### src/rtl/pipe_stage_reg.sv
// Pipeline stage register with valid/ready handshake, flush, and invalid-payload idling.
// Define PIPE_STAGE_SKID_EN for the two-entry skid buffer with a registered in_ready.
module pipe_stage_reg #(
    parameter int              INSTR_W  = 32,
    parameter int              PC_W     = 32,
    parameter int              SIDE_W   = 8,
    parameter logic [PC_W-1:0] PC_RESET = 32'h0000_3000
) (
    input  logic               clk,
    input  logic               reset,
    input  logic               flush,
    input  logic               in_valid,
    output logic               in_ready,
    input  logic [INSTR_W-1:0] in_instr,
    input  logic [PC_W-1:0]    in_pc,
    input  logic [SIDE_W-1:0]  in_side,
    output logic               out_valid,
    input  logic               out_ready,
    output logic [INSTR_W-1:0] out_instr,
    output logic [PC_W-1:0]    out_pc,
    output logic [SIDE_W-1:0]  out_side,
    output logic [1:0]         occupancy
);

    typedef struct packed {
        logic [INSTR_W-1:0] instr;
        logic [PC_W-1:0]    pc;
        logic [SIDE_W-1:0]  side;
    } entry_t;

    // State encoding doubles as the occupancy count.
    typedef enum logic [1:0] {
        ST_EMPTY = 2'd0,
        ST_ONE   = 2'd1,
        ST_FULL  = 2'd2
    } state_t;

    localparam entry_t NOP_ENTRY = '{instr: '0, pc: PC_RESET, side: '0};

    state_t state, state_next;
    entry_t main_q, main_d;
    entry_t in_entry;
    logic   accept, transfer;

    assign in_entry  = '{instr: in_instr, pc: in_pc, side: in_side};
    assign out_valid = (state != ST_EMPTY);
    assign accept    = in_valid && in_ready;
    assign transfer  = out_valid && out_ready;
    assign occupancy = state;
    assign out_instr = main_q.instr;
    assign out_pc    = main_q.pc;
    assign out_side  = main_q.side;

`ifdef PIPE_STAGE_SKID_EN
    entry_t skid_q, skid_d;
    logic   in_ready_q;

    // NOTE: in_ready is a flop, so out_ready never reaches upstream combinationally.
    assign in_ready = in_ready_q;
`else
    assign in_ready = !out_valid || out_ready;
`endif

    always_comb begin
        // NOTE: every output of this block gets a default first, so no path infers a latch.
        state_next = state;
        main_d     = main_q;
`ifdef PIPE_STAGE_SKID_EN
        skid_d     = skid_q;
`endif
        if (flush) begin
            state_next = ST_EMPTY;
            main_d     = NOP_ENTRY;
`ifdef PIPE_STAGE_SKID_EN
            skid_d     = NOP_ENTRY;
`endif
        end else begin
            case (state)
                ST_EMPTY: begin
                    if (accept) begin
                        state_next = ST_ONE;
                        main_d     = in_entry;
                    end
                end
                ST_ONE: begin
                    if (accept && transfer) begin
                        main_d = in_entry;
`ifdef PIPE_STAGE_SKID_EN
                    end else if (accept) begin
                        state_next = ST_FULL;
                        skid_d     = in_entry;
`endif
                    end else if (transfer) begin
                        state_next = ST_EMPTY;
                        main_d     = NOP_ENTRY;
                    end
                end
`ifdef PIPE_STAGE_SKID_EN
                ST_FULL: begin
                    // Skid is always the younger entry, so it moves up behind the departing head.
                    if (transfer) begin
                        state_next = ST_ONE;
                        main_d     = skid_q;
                        skid_d     = NOP_ENTRY;
                    end
                end
`endif
                default: begin
                    state_next = ST_EMPTY;
                    main_d     = NOP_ENTRY;
                end
            endcase
        end
    end

    // NOTE: payloads are reset too, so an idle stage always presents a defined NOP and PC.
    always_ff @(posedge clk) begin
        if (reset) begin
            state      <= ST_EMPTY;
            main_q     <= NOP_ENTRY;
`ifdef PIPE_STAGE_SKID_EN
            skid_q     <= NOP_ENTRY;
            in_ready_q <= 1'b1;
`endif
        end else begin
            state      <= state_next;
            main_q     <= main_d;
`ifdef PIPE_STAGE_SKID_EN
            skid_q     <= skid_d;
            in_ready_q <= (state_next != ST_FULL);
`endif
        end
    end

endmodule

### config.mk
export PLATFORM = sky130hd
export DESIGN_NAME = pipe_stage_reg
export DESIGN_NICKNAME = d
export VERILOG_FILES = /design/src/rtl/pipe_stage_reg.sv
export SDC_FILE = /design/constraint.sdc
export NUM_CORES = 1
export LEC_CHECK = 0
export CORE_UTILIZATION = 30
export CTS_BUF_LIST = sky130_fd_sc_hd__clkbuf_4
export DETAILED_ROUTE_END_ITERATION = 16
export GPL_TIMING_DRIVEN = 0
export PLACE_DENSITY = 0.8
export SLEW_MARGIN = 25
export SYNTH_ARGS = -nofsm -noshare
export SYNTH_HDL_FRONTEND = slang
export SYNTH_SLANG_ARGS = --single-unit
### constraint.sdc
create_clock -name clk -period 1.7 [get_ports clk]
set_clock_uncertainty 0.2 [all_clocks]
set_input_delay 0.17 -clock clk [delete_from_list [all_inputs] [get_ports clk]]
set_output_delay 0.17 -clock clk [all_outputs]
set_load 0.01 [all_outputs]
# [Yosys cells after proc, flatten, opt, wreduce, memory -nomap -nowiden]
# Index checks and enable logic that the tools add are counted.
[word_totals] reg_bits=74 latchBits=0 ram_bits=0 romBits=0 in_bits=77 output_inout_bits=76 word_cells=27 memories=0
[op_classes] n_addsub=0 multipliers=0 div_mod_pow=0 n_lt_le_gt_ge=0 eq_ne=5 n_shift=0 muxes=8 bitwise_logic=0 reduce_logical=10
[op_table] cell="72-bit two-way mux" n=3
[op_table] cell="72-bit case mux with 2 select lines" n=1
[op_table] cell="2-bit two-way mux" n=3
[op_table] cell="2-bit != test (second input constant)" n=3
[op_table] cell="2-bit case mux with 2 select lines" n=1
[op_table] cell="1-bit logical AND" n=3
[op_table] cell="3-bit != test (second input constant)" n=1
[op_table] cell="3-bit AND reduction" n=1
[op_table] cell="2-bit by 1-bit == test with 1-bit output (second input constant)" n=1
[op_table] cell="2-bit zero test" n=1
[op_table] cell="2-bit AND reduction" n=1
[op_table] cell="2-bit nonzero test" n=1
[op_table] cell="2-bit OR reduction" n=1
[op_table] cell="1-bit zero test" n=1
[op_table] cell="1-bit logical OR" n=1

# [Longest topological paths before layout]
# Gate-level depths: netlist of run 1.
[logic_depth] depth_word=7 ltp_mapped=5 depth_no_buf=3

# [Least setup slack after synthesis of run 1]
# Ideal clock, no wire load.
[synth_timing] kind="reg-to-reg" from="reg state[0] (netlist: occupancy[0])" to="reg main_q, in the netlist out_instr[0]" setup_ns=0.117 arrival_time_ns=1.196 required_ns=1.383 setup_slack_ns=0.187 path_stages_with_launch=6 n_path_buf=2 synth_period_minus_slack_ns=1.513 path_cell_list="dfxtp_1 -> nand2b_1 -> and3_1 -> buf_6 -> buf_4 -> a22o_1"
[synth_via] elab_chain_cells=7 word_cells_on_any_way=13 cone_classes="eq/ne (3); mux (2); reduce/logical (8)"
[synth_rtl] item="from (decl)" line="40" rtl="state_t state, state_next;"
[synth_rtl] item="from (signal assigned)" line="126" rtl="state <= state_next;"
[synth_rtl] item="2-bit nonzero test (*)" line="46" rtl="assign out_valid = (state != ST_EMPTY);"
[synth_rtl] item="1-bit zero test (*)" line="61" rtl="assign in_ready = !out_valid || out_ready;"
[synth_rtl] item="1-bit logical OR (*)" line="61"
[synth_rtl] item="net in_ready" line="13" rtl="output logic in_ready,"
[synth_rtl] item="1-bit logical AND (*)" line="47" rtl="assign accept = in_valid && in_ready;"
[synth_rtl] item="1-bit logical AND" line="86" rtl="if (accept && transfer) begin"
[synth_rtl] item="72-bit two-way mux / 3-bit != test (equally long branches)"
[synth_rtl] item="72-bit case mux with 2 select lines / 2-bit AND reduction (equally long branches)"
[synth_rtl] item="to (signal assigned)" line="127" rtl="main_q <= main_d;"
[synth_rtl] item="to (decl)" line="41" rtl="entry_t main_q, main_d;"
# The timed path passes the listed nets; every way through them passes the cells marked *.
# A chain may end at the register's enable or synchronous reset.

# [Worst setup path in the final report of run 1]
[layout_timing] from="reg main_q, in the netlist out_side[3]" to="out out_side[3]"
[layout_rtl] item="to (decl)" line="21" rtl="output logic [SIDE_W-1:0] out_side,"
# No word-level cell between the ends.

==> results of run 1 <==
-- routing by layer --
| layer | routed length (um) | vias up |
|---|---|---|
| li1 | - | 981 |
| met1 | 2760 | 945 |
| met2 | 3260 | 87 |
| met3 | 436 | 11 |
| met4 | 107 | 0 |
| met5 | 0 | - |
-- worst paths after layout --
kind                                 endpoint  slack [ns]  cells past startpoint
worst max register to register  out_instr[17]        0.23                      5
worst max-delay path              out_side[3]        0.04                      1
worst min-delay path            out_instr[21]        0.15                      2
worst min register to register      out_pc[5]        0.28                      1
-- power by group through the flow --
stage          clock network, W  registers [W]  logic, W
4_1_cts                 0.00121        0.00180  0.000441
6_report                0.00117        0.00180  0.000430
3_5_place_dp                  0        0.00184  0.000463
3_3_place_gp                  0        0.00184  0.000454
2_1_floorplan                 0        0.00186  0.000114
5_1_grt                 0.00129        0.00181  0.000462
-- final cells by class --
cell class                      count  area (um2)
Inverter                            1        3.75
Tap cell                           99         124
Clock inverter                      7        85.1
Multi-Input combinational cell     81         683
Timing Repair Buffer              151        1520
Clock buffer                        9        67.6
Buffer                             18         169
Fill cell                         650        3260
Sequential cell                    73        1460
-- cell usage in the layout (no fill, tap or decap) --
cell             synthesis  layout
and2_1                   1       1
nand2_1                  1       1
clkdlybuf4s50_1          0      80
clkinvlp_4               0       1
mux2i_1                  1       1
clkbuf_4                 0       9
clkinv_2                 0       2
dfxtp_1                 73      72
a21boi_0                 1       1
bufinv_16                0       2
nor2_1                   1       1
and3_1                   1       1
o22a_1                   2       2
dlymetal6s2s_1           0      26
buf_6                    9       9
nand2b_1                 1       1
inv_1                    1       1
a22o_1                  70      70
dfxtp_2                  0       1
conb_1                   1       1
dlygate4sd2_1            0      44
clkinv_1                 0       2
buf_4                    9      10
nand3_1                  1       1
-- what timing repair did --
item                       CTS  global route
gates resized for setup     46            26
pin swaps                    0             0
setup endpoints to repair   45            26
-- kinds of logic (layout without fill, tap and decap cells) --
logic type      after synthesis  after routing  synth area share (%)
compound gates               73             73                  27.5
mux                           1              1                 0.432
simple gates                  6              6                  1.35
flops                        73             73                  63.1
buf+inv                      19            186                  7.45
other cells                   1              1                 0.162
-- registers in the layout, summed over array words and instances, names as in the netlist --
signal     flops
out_side       8
out_instr     32
occupancy      1
out_pc        32
-- metrics by stage --
stage	cells	setup slack (ns)
final	439	0.0395
after global routing	439	0.000317
after CTS	439	0.000365
after detailed placement	423	-0.0847
after global placement	423	-0.0550
after floorplan	173	0.187
==> flow_summary.json, run 1 <==
{
  "routed_wl_um": 6570,
  "critPathTopFamily": "buffers and inverters",
  "tns_ns": 0,
  "holdCritPathClass": "in -> reg",
  "ctsLongestPathBuffers": 2,
  "htreeDepth": 3,
  "hpwl_um": 4820,
  "p_int_w": 0.00264,
  "yosysTopAreaCell": "dfxtp_1",
  "max_cap_violations": 0,
  "grt_setup_unrepaired": "no",
  "ant_nets": 0,
  "synth_cells": 173,
  "grt_util_met3_pct": 4.74,
  "synth_commonest_cells": "dfxtp_1 (73), a22o_1 (70), buf_4 (9), buf_6 (9), o22a_1 (2)",
  "crit_type": "reg -> out",
  "path_clk_slew_ns": 0.12,
  "grt_pass1_vias": 2116,
  "first_pass_iters": 3,
  "num_vias": 2024,
  "timing.final.crit_share_pct": 97.7,
  "power_switching_share_pct": 22.4,
  "drt-vias-per-instance": 4.61,
  "die_x_um": 89.9,
  "switchingPower_w": 0.000762,
  "ys_seq_elements": 73,
  "clkPwrFrac_pct": 34.4,
  "fmax_ghz": 0.602,
  "gp_congestion": 0.694,
  "chipHeight_um": 89.9,
  "p_seq_share_pct": 52.9,
  "numPortBuffers": 151,
  "maxSlewViolCount": 0,
  "ir_drop_uv": 400,
  "cp_num_buf_inv": 1,
  "slowest_delay_ns": 0.54,
  "critPathLaunch": "out_side[3]",
  "drt_iter0_markers": 30,
  "synth.distinct_cells": 15,
  "grt_antenna_before_repair": 0,
  "crit_path_start_kind": "flop",
  "dpl_cell_area_um2": 3950,
  "synth.most_common_cell": "dfxtp_1",
  "layout.nets": 412,
  "status": "finished clean",
  "coreArea_um2": 7370,
  "cp.required_ns": 1.33,
  "synth_edf_count": 0,
  "holdWs_ns": 0.148,
  "insertion_delay_ns": 0.39,
  "grt_busiest_layer": "met2",
  "dieArea_um2": 8080,
  "diodes": 0,
  "grt.total_usage_pct": 16.2,
  "yosys-top-cells-area": "dfxtp_1 (63%), a22o_1 (26%), buf_6 (4.4%), buf_4 (2.9%), o22a_1 (0.76%)",
  "cts_made_buffers": 9,
  "total_power_w": 0.00340,
  "worstHoldStart": "in_instr[21]",
  "synth_top_cell_area_share_pct": 63.1,
  "crit_chain": "clkdlybuf4s50_1",
  "finalHoldViolCount": 0,
  "drc_errors": 0,
  "cts_sinks": 73,
  "cts_tree": "built",
  "num_rows": 31,
  "finish.instance_area_um2": 4110,
  "wl_per_cell_um": 15.0,
  "power_density_nw_per_um2": 826,
  "min_period_ns": 1.66,
  "holdBufCountCts": 0,
  "reg2reg_from": "occupancy[0]",
  "arrival_ns": 1.29,
  "grt_pass1_wl_um": 10300,
  "pwr-share-comb_pct": 12.7,
  "ios": 153,
  "synth_ff_type": "dfxtp_1",
  "leakagePower_nw": 2.23,
  "fin_util_pct": 55.8,
  "grtUsageMet2_pct": 27.9,
  "clockRootBuffer": "clkbuf_4",
  "cts_setup_buffers": 0,
  "ys_async_sr_fraction_pct": 0,
  "synth_area_per_cell_um2": 13.4,
  "drive_gt1_share_pct": 10.0,
  "overflow": 0,
  "setup_viol": 0,
  "slowest_stage": "clkdlybuf4s50_1",
  "path_max_fanout": 2,
  "syn2layout_area_growth_pct": 77.5,
  "use_met1_pct": 18.5,
  "cp-end-kind": "output port",
  "initial_utilization_pct": 31.4,
  "grt_max_degree": 13,
  "yosysWarnings": 0,
  "syn_nets": 250,
  "synth_seq_area_share_pct": 63.1,
  "synth_area_um2": 2320
}
(Power assumes the default switching activity.)
==> run 2: changes to the inputs <==
--- a/config.mk
+++ b/config.mk
@@ -9,7 +9,7 @@
 export CTS_BUF_LIST = sky130_fd_sc_hd__clkbuf_4
 export DETAILED_ROUTE_END_ITERATION = 16
 export GPL_TIMING_DRIVEN = 0
-export PLACE_DENSITY = 0.8
+export PLACE_DENSITY = 0.83
 export SLEW_MARGIN = 25
 export SYNTH_ARGS = -nofsm -noshare
 export SYNTH_HDL_FRONTEND = slang
==> constraint.sdc (replaced) <==
create_clock -name clk -period 1.49 [get_ports clk]
set_clock_uncertainty 0.2 [all_clocks]
set_input_delay 0.149 -clock clk [delete_from_list [all_inputs] [get_ports clk]]
set_output_delay 0.149 -clock clk [all_outputs]
set_load 0.01 [all_outputs]
==> flow_summary.json, run 2 (synthesized netlist as in run 1, its figures left out) <==
{
  "drt_iter0_markers": 28,
  "hpwl_um": 4860,
  "grt_max_degree": 13,
  "finalHoldViolCount": 0,
  "fmax_ghz": 0.628,
  "p_int_w": 0.00338,
  "dpl_cell_area_um2": 3950,
  "numPortBuffers": 151,
  "violations": "negative setup slack",
  "clockRootBuffer": "clkbuf_4",
  "wl_per_cell_um": 15.4,
  "timing.final.crit_share_pct": 107,
  "setup_viol": 70,
  "cp-end-kind": "flop",
  "power_density_nw_per_um2": 1000,
  "routed_wl_um": 6930,
  "ant_nets": 0,
  "crit_path_start_kind": "flop",
  "grt_antenna_before_repair": 0,
  "dp_cells": 423,
  "path_max_fanout": 8,
  "place_ws_ns": -0.304,
  "grt.total_usage_pct": 17.4,
  "finish.instance_area_um2": 4270,
  "dieArea_um2": 8080,
  "layout.nets": 422,
  "holdWs_ns": 0.120,
  "max_cap_violations": 0,
  "drt-vias-per-instance": 4.66,
  "status": "complete, but fails checks",
  "overflow": 0,
  "ios": 153,
  "final_cell_mix": "clkdlybuf4s50_1 (76), dfxtp_1 (72), dlygate4sd2_1 (72)",
  "gp_congestion": 0.706,
  "diodes": 0,
  "initial_utilization_pct": 31.4,
  "chipHeight_um": 89.9,
  "grt_pass1_vias": 2280,
  "ir_drop_uv": 531,
  "pwr-share-comb_pct": 12.7,
  "coreArea_um2": 7370,
  "num_rows": 31,
  "syn2layout_area_growth_pct": 84.1,
  "setup_ws_ns": -0.102,
  "final_cells": 449,
  "drc_errors": 0,
  "clkPwrFrac_pct": 39.3,
  "htreeDepth": 3,
  "num_vias": 2094,
  "ctsLongestPathBuffers": 2,
  "cp.required_ns": 1.59,
  "p_seq_share_pct": 48.0,
  "grt_setup_unrepaired": "yes",
  "die_x_um": 89.9,
  "switchingPower_w": 0.000889,
  "grt_pass1_wl_um": 11100,
  "min_period_ns": 1.59,
  "cts_made_buffers": 9,
  "final_common_cell": "clkdlybuf4s50_1",
  "total_power_w": 0.00427,
  "drive_gt1_share_pct": 13.7,
  "first_pass_iters": 3,
  "crit_type": "reg -> reg",
  "path_clk_slew_ns": 0.13,
  "holdCritPathClass": "in -> reg",
  "leakagePower_nw": 2.03,
  "power_switching_share_pct": 20.8,
  "insertion_delay_ns": 0.39,
  "cts_sinks": 73,
  "cts_tree": "built",
  "maxSlewViolCount": 0,
  "arrival_ns": 1.69
}
run 2: metrics by stage:
step                TNS [ns]  util (%)
finish                 -5.36      57.9
global route           -7.76      57.9
CTS                    -3.84      57.2
detailed placement    -20.80      53.7
global placement      -17.86      53.7
floorplan                  0         -
run 2: repair_timing:
action | CTS | global route
setup buffers | 2 | 0
gates resized for setup | 104 | 7
pin swaps | 52 | 18
hold buffers | 0 | 0
gates cloned | 7 | 1
setup endpoints to repair | 131 | 72
run 2: layout make-up:
type,instances,area (um2)
fillers,648,3100
repair buffers,161,1570
flip-flops and latches,73,1460
multi-input cells,81,706
plain buffers,18,200
clock inverters,7,133
well taps,99,124
clock buffers,9,67.6
inverters,1,3.75
run 2: per-layer routing:
metal  wire length (um)  vias to the layer above  GRT usage (%)
li1                   -                     1003              -
met4                 67                        0           4.84
met3                507                        9           6.35
met2               3510                       91           31.0
met5                  0                        -              0
met1               2840                      991           19.5
run 2: path summary, 6_finish.rpt:
| path | start | to | slack, ns | cells after the start |
|---|---|---|---|---|
| worst max-delay path | occupancy[0] | out_side[0] | -0.10 | 6 |
| worst min-delay path | in_instr[3] | out_instr[3] | 0.12 | 2 |
| worst max register to register | occupancy[0] | out_side[0] | -0.10 | 6 |
| worst min register to register | out_pc[29] | out_pc[29] | 0.29 | 1 |
run 2: worst max-delay path, cell delays in order, from the launching register on:
cell and delay (ns):
dfxtp_2 0.34, buf_6 0.12, mux2i_4 0.17, and2_4 0.17, buf_12 0.15, buf_8 0.12
a22o_1 0.21
run 2: power by group through the flow:
stage	sequential, W	combinational (W)	clock [W]
5_1_grt	0.00206	0.000576	0.00182
3_3_place_gp	0.00209	0.000518	0
2_1_floorplan	0.00213	0.000130	0
4_1_cts	0.00205	0.000532	0.00172
6_report	0.00205	0.000541	0.00168
3_5_place_dp	0.00210	0.000529	0
==> run 3: changes to the inputs <==
--- a/config.mk
+++ b/config.mk
@@ -6,7 +6,7 @@
 export NUM_CORES = 1
 export LEC_CHECK = 0
 export CORE_UTILIZATION = 30
-export CTS_BUF_LIST = sky130_fd_sc_hd__clkbuf_4
+export CTS_BUF_LIST = sky130_fd_sc_hd__clkbuf_2 sky130_fd_sc_hd__clkbuf_4 sky130_fd_sc_hd__clkbuf_8
 export DETAILED_ROUTE_END_ITERATION = 16
 export GPL_TIMING_DRIVEN = 0
 export PLACE_DENSITY = 0.83
==> constraint.sdc (replaced) <==
create_clock -name clk -period 1.49 [get_ports clk]
set_clock_uncertainty 0.2 [all_clocks]
set_input_delay 0.149 -clock clk [delete_from_list [all_inputs] [get_ports clk]]
set_output_delay 0.149 -clock clk [all_outputs]
set_load 0.02 [all_outputs]
==> flow_summary.json, run 3 (synthesized netlist as in run 1, its figures left out) <==
{
  "insertion_delay_ns": 0.32,
  "die_x_um": 89.9,
  "path_max_fanout": 5,
  "layout.nets": 415,
  "grt_pass1_wl_um": 10400,
  "grt_max_degree": 13,
  "crit_type": "reg -> reg",
  "crit_chain": "mux2i_1 -> and2_4 -> clkbuf_16 -> clkbuf_16 -> a22o_1",
  "worst_hold_path.num_cells": 2,
  "hpwl_um": 4670,
  "place_ws_ns": -0.290,
  "initial_utilization_pct": 31.4,
  "dieArea_um2": 8080,
  "min_period_ns": 1.49,
  "fmax_ghz": 0.672,
  "grt_setup_unrepaired": "yes",
  "ant_nets": 0,
  "overflow": 0,
  "setup_viol": 0,
  "reg2regPathDepth": 5,
  "wl_per_cell_um": 14.7,
  "ff_latch_area_um2": 1470,
  "diodes": 0,
  "setup_ws_ns": 0.00289,
  "pwr-share-comb_pct": 12.8,
  "worstHoldStart": "in_pc[4]",
  "drt_iter0_markers": 46,
  "final_common_cell": "clkdlybuf4s50_1",
  "htreeDepth": 3,
  "cts_tree": "built",
  "routed_wl_um": 6490,
  "max_cap_violations": 0,
  "fin_util_pct": 57.1,
  "cts_setup_buffers": 0,
  "cts_sinks": 73,
  "grt_antenna_before_repair": 0,
  "status": "finished clean",
  "numPortBuffers": 151,
  "first_pass_iters": 4,
  "critPathLaunch": "occupancy[0]",
  "drc_errors": 0,
  "p_int_w": 0.00341,
  "finalHoldViolCount": 0,
  "dpl_cell_area_um2": 3960,
  "gp_congestion": 0.701,
  "slowest_stage": "dfxtp_4",
  "ctsLongestPathBuffers": 2,
  "finish.instance_area_um2": 4210,
  "final_cell_mix": "clkdlybuf4s50_1 (76), dlygate4sd2_1 (73), dfxtp_1 (72)",
  "num_rows": 31,
  "syn2layout_area_growth_pct": 81.6,
  "num_vias": 2054,
  "grt_pass1_vias": 2074,
  "timing.final.crit_share_pct": 99.8,
  "p_seq_share_pct": 46.9,
  "ir_drop_uv": 549,
  "multi_input_area_um2": 696,
  "cts_made_buffers": 9,
  "holdCritPathClass": "in -> reg",
  "coreArea_um2": 7370,
  "crit_top_cell": "clkbuf_16",
  "ios": 153,
  "drive_gt1_share_pct": 12.2,
  "drt-vias-per-instance": 4.65,
  "cp-end-kind": "flop",
  "grt.total_usage_pct": 16.2,
  "crit_path_start_kind": "flop",
  "reg2reg_from": "occupancy[0]",
  "fillers": 660,
  "power_density_nw_per_um2": 1040,
  "maxSlewViolCount": 0,
  "leakagePower_nw": 2.00,
  "switchingPower_w": 0.000965,
  "cp.required_ns": 1.56,
  "path_clk_slew_ns": 0.08,
  "clockRootBuffer": "clkbuf_8",
  "slowest_delay_ns": 0.38,
  "arrival_ns": 1.56,
  "chipHeight_um": 89.9,
  "power_switching_share_pct": 22.1,
  "clkPwrFrac_pct": 40.3
}
## run 3: changes by cell type in the layout (fill, tap and decap cells not counted), moves of 2 or more
cell / previous run / this run
buf_8: 8 / 4
clkbuf_8: 0 / 11
clkinv_1: 2 / 0
clkbuf_4: 9 / 1
clkinvlp_4: 0 / 2
bufinv_16: 4 / 2
clkbuf_16: 1 / 3
buf_6: 6 / 4
## run 3: worst max-delay path, delay by kind of cell, from the launching register on
| family | cells | cell delay (ns) |
|---|---|---|
| mux | 1 | 0.23 |
| buf+inv | 2 | 0.28 |
| compound gates | 1 | 0.13 |
| simple gates | 1 | 0.21 |
| flops | 1 | 0.38 |
## run 3: what timing repair did
item	in CTS	in global routing
pin swaps	3	20
endpoints found under the setup margin	134	71
resized for setup	77	9
hold buffers	0	0
cloned	0	3
## run 3: layout make-up
cell class              instances  area share, %
plain buffers                  18           4.58
inverters                       1         0.0892
repair buffers                154           35.5
multi-input cells              81           16.5
clock buffers                  12           3.78
flip-flops and latches         73           34.8
well taps                      99           2.94
clock inverters                 4           1.78
## run 3: worst paths after layout
kind                  to  slack, ns
max           out_pc[21]      0.003
min            out_pc[4]       0.20
max reg2reg   out_pc[21]      0.003
min reg2reg  out_side[1]       0.27
## run 3: stage by stage
stage / instances / hold WS [ns] / total power (W) / TNS [ns]
4_1_cts: 439 / 0.172 / 0.00441 / -0.0216
3_3_place_gp: 423 / 0.260 / 0.00267 / -17.01
3_5_place_dp: 423 / 0.263 / 0.00268 / -19.21
6_report: 442 / 0.198 / 0.00437 / 0
2_1_floorplan: 173 / 0.0681 / 0.00231 / 0
5_1_grt: 442 / 0.185 / 0.00456 / -1.51
## run 3: metal layers
metal	up-vias	global-route usage [%]	part of all wire (%)
li1	984	-	-
met1	963	18.5	41
met2	93	27.4	48
met3	14	5.58	8.3
met4	0	6.85	1.8
met5	-	0	0
## run 3: power groups by stage
| stage | logic [W] | registers, W | clock network, W |
|---|---|---|---|
| after floorplan | 0.000134 | 0.00218 | 0 |
| after global placement | 0.000571 | 0.00210 | 0 |
| after detailed placement | 0.000580 | 0.00210 | 0 |
| after CTS | 0.000538 | 0.00205 | 0.00182 |
| after global routing | 0.000594 | 0.00206 | 0.00191 |
| final | 0.000560 | 0.00205 | 0.00176 |
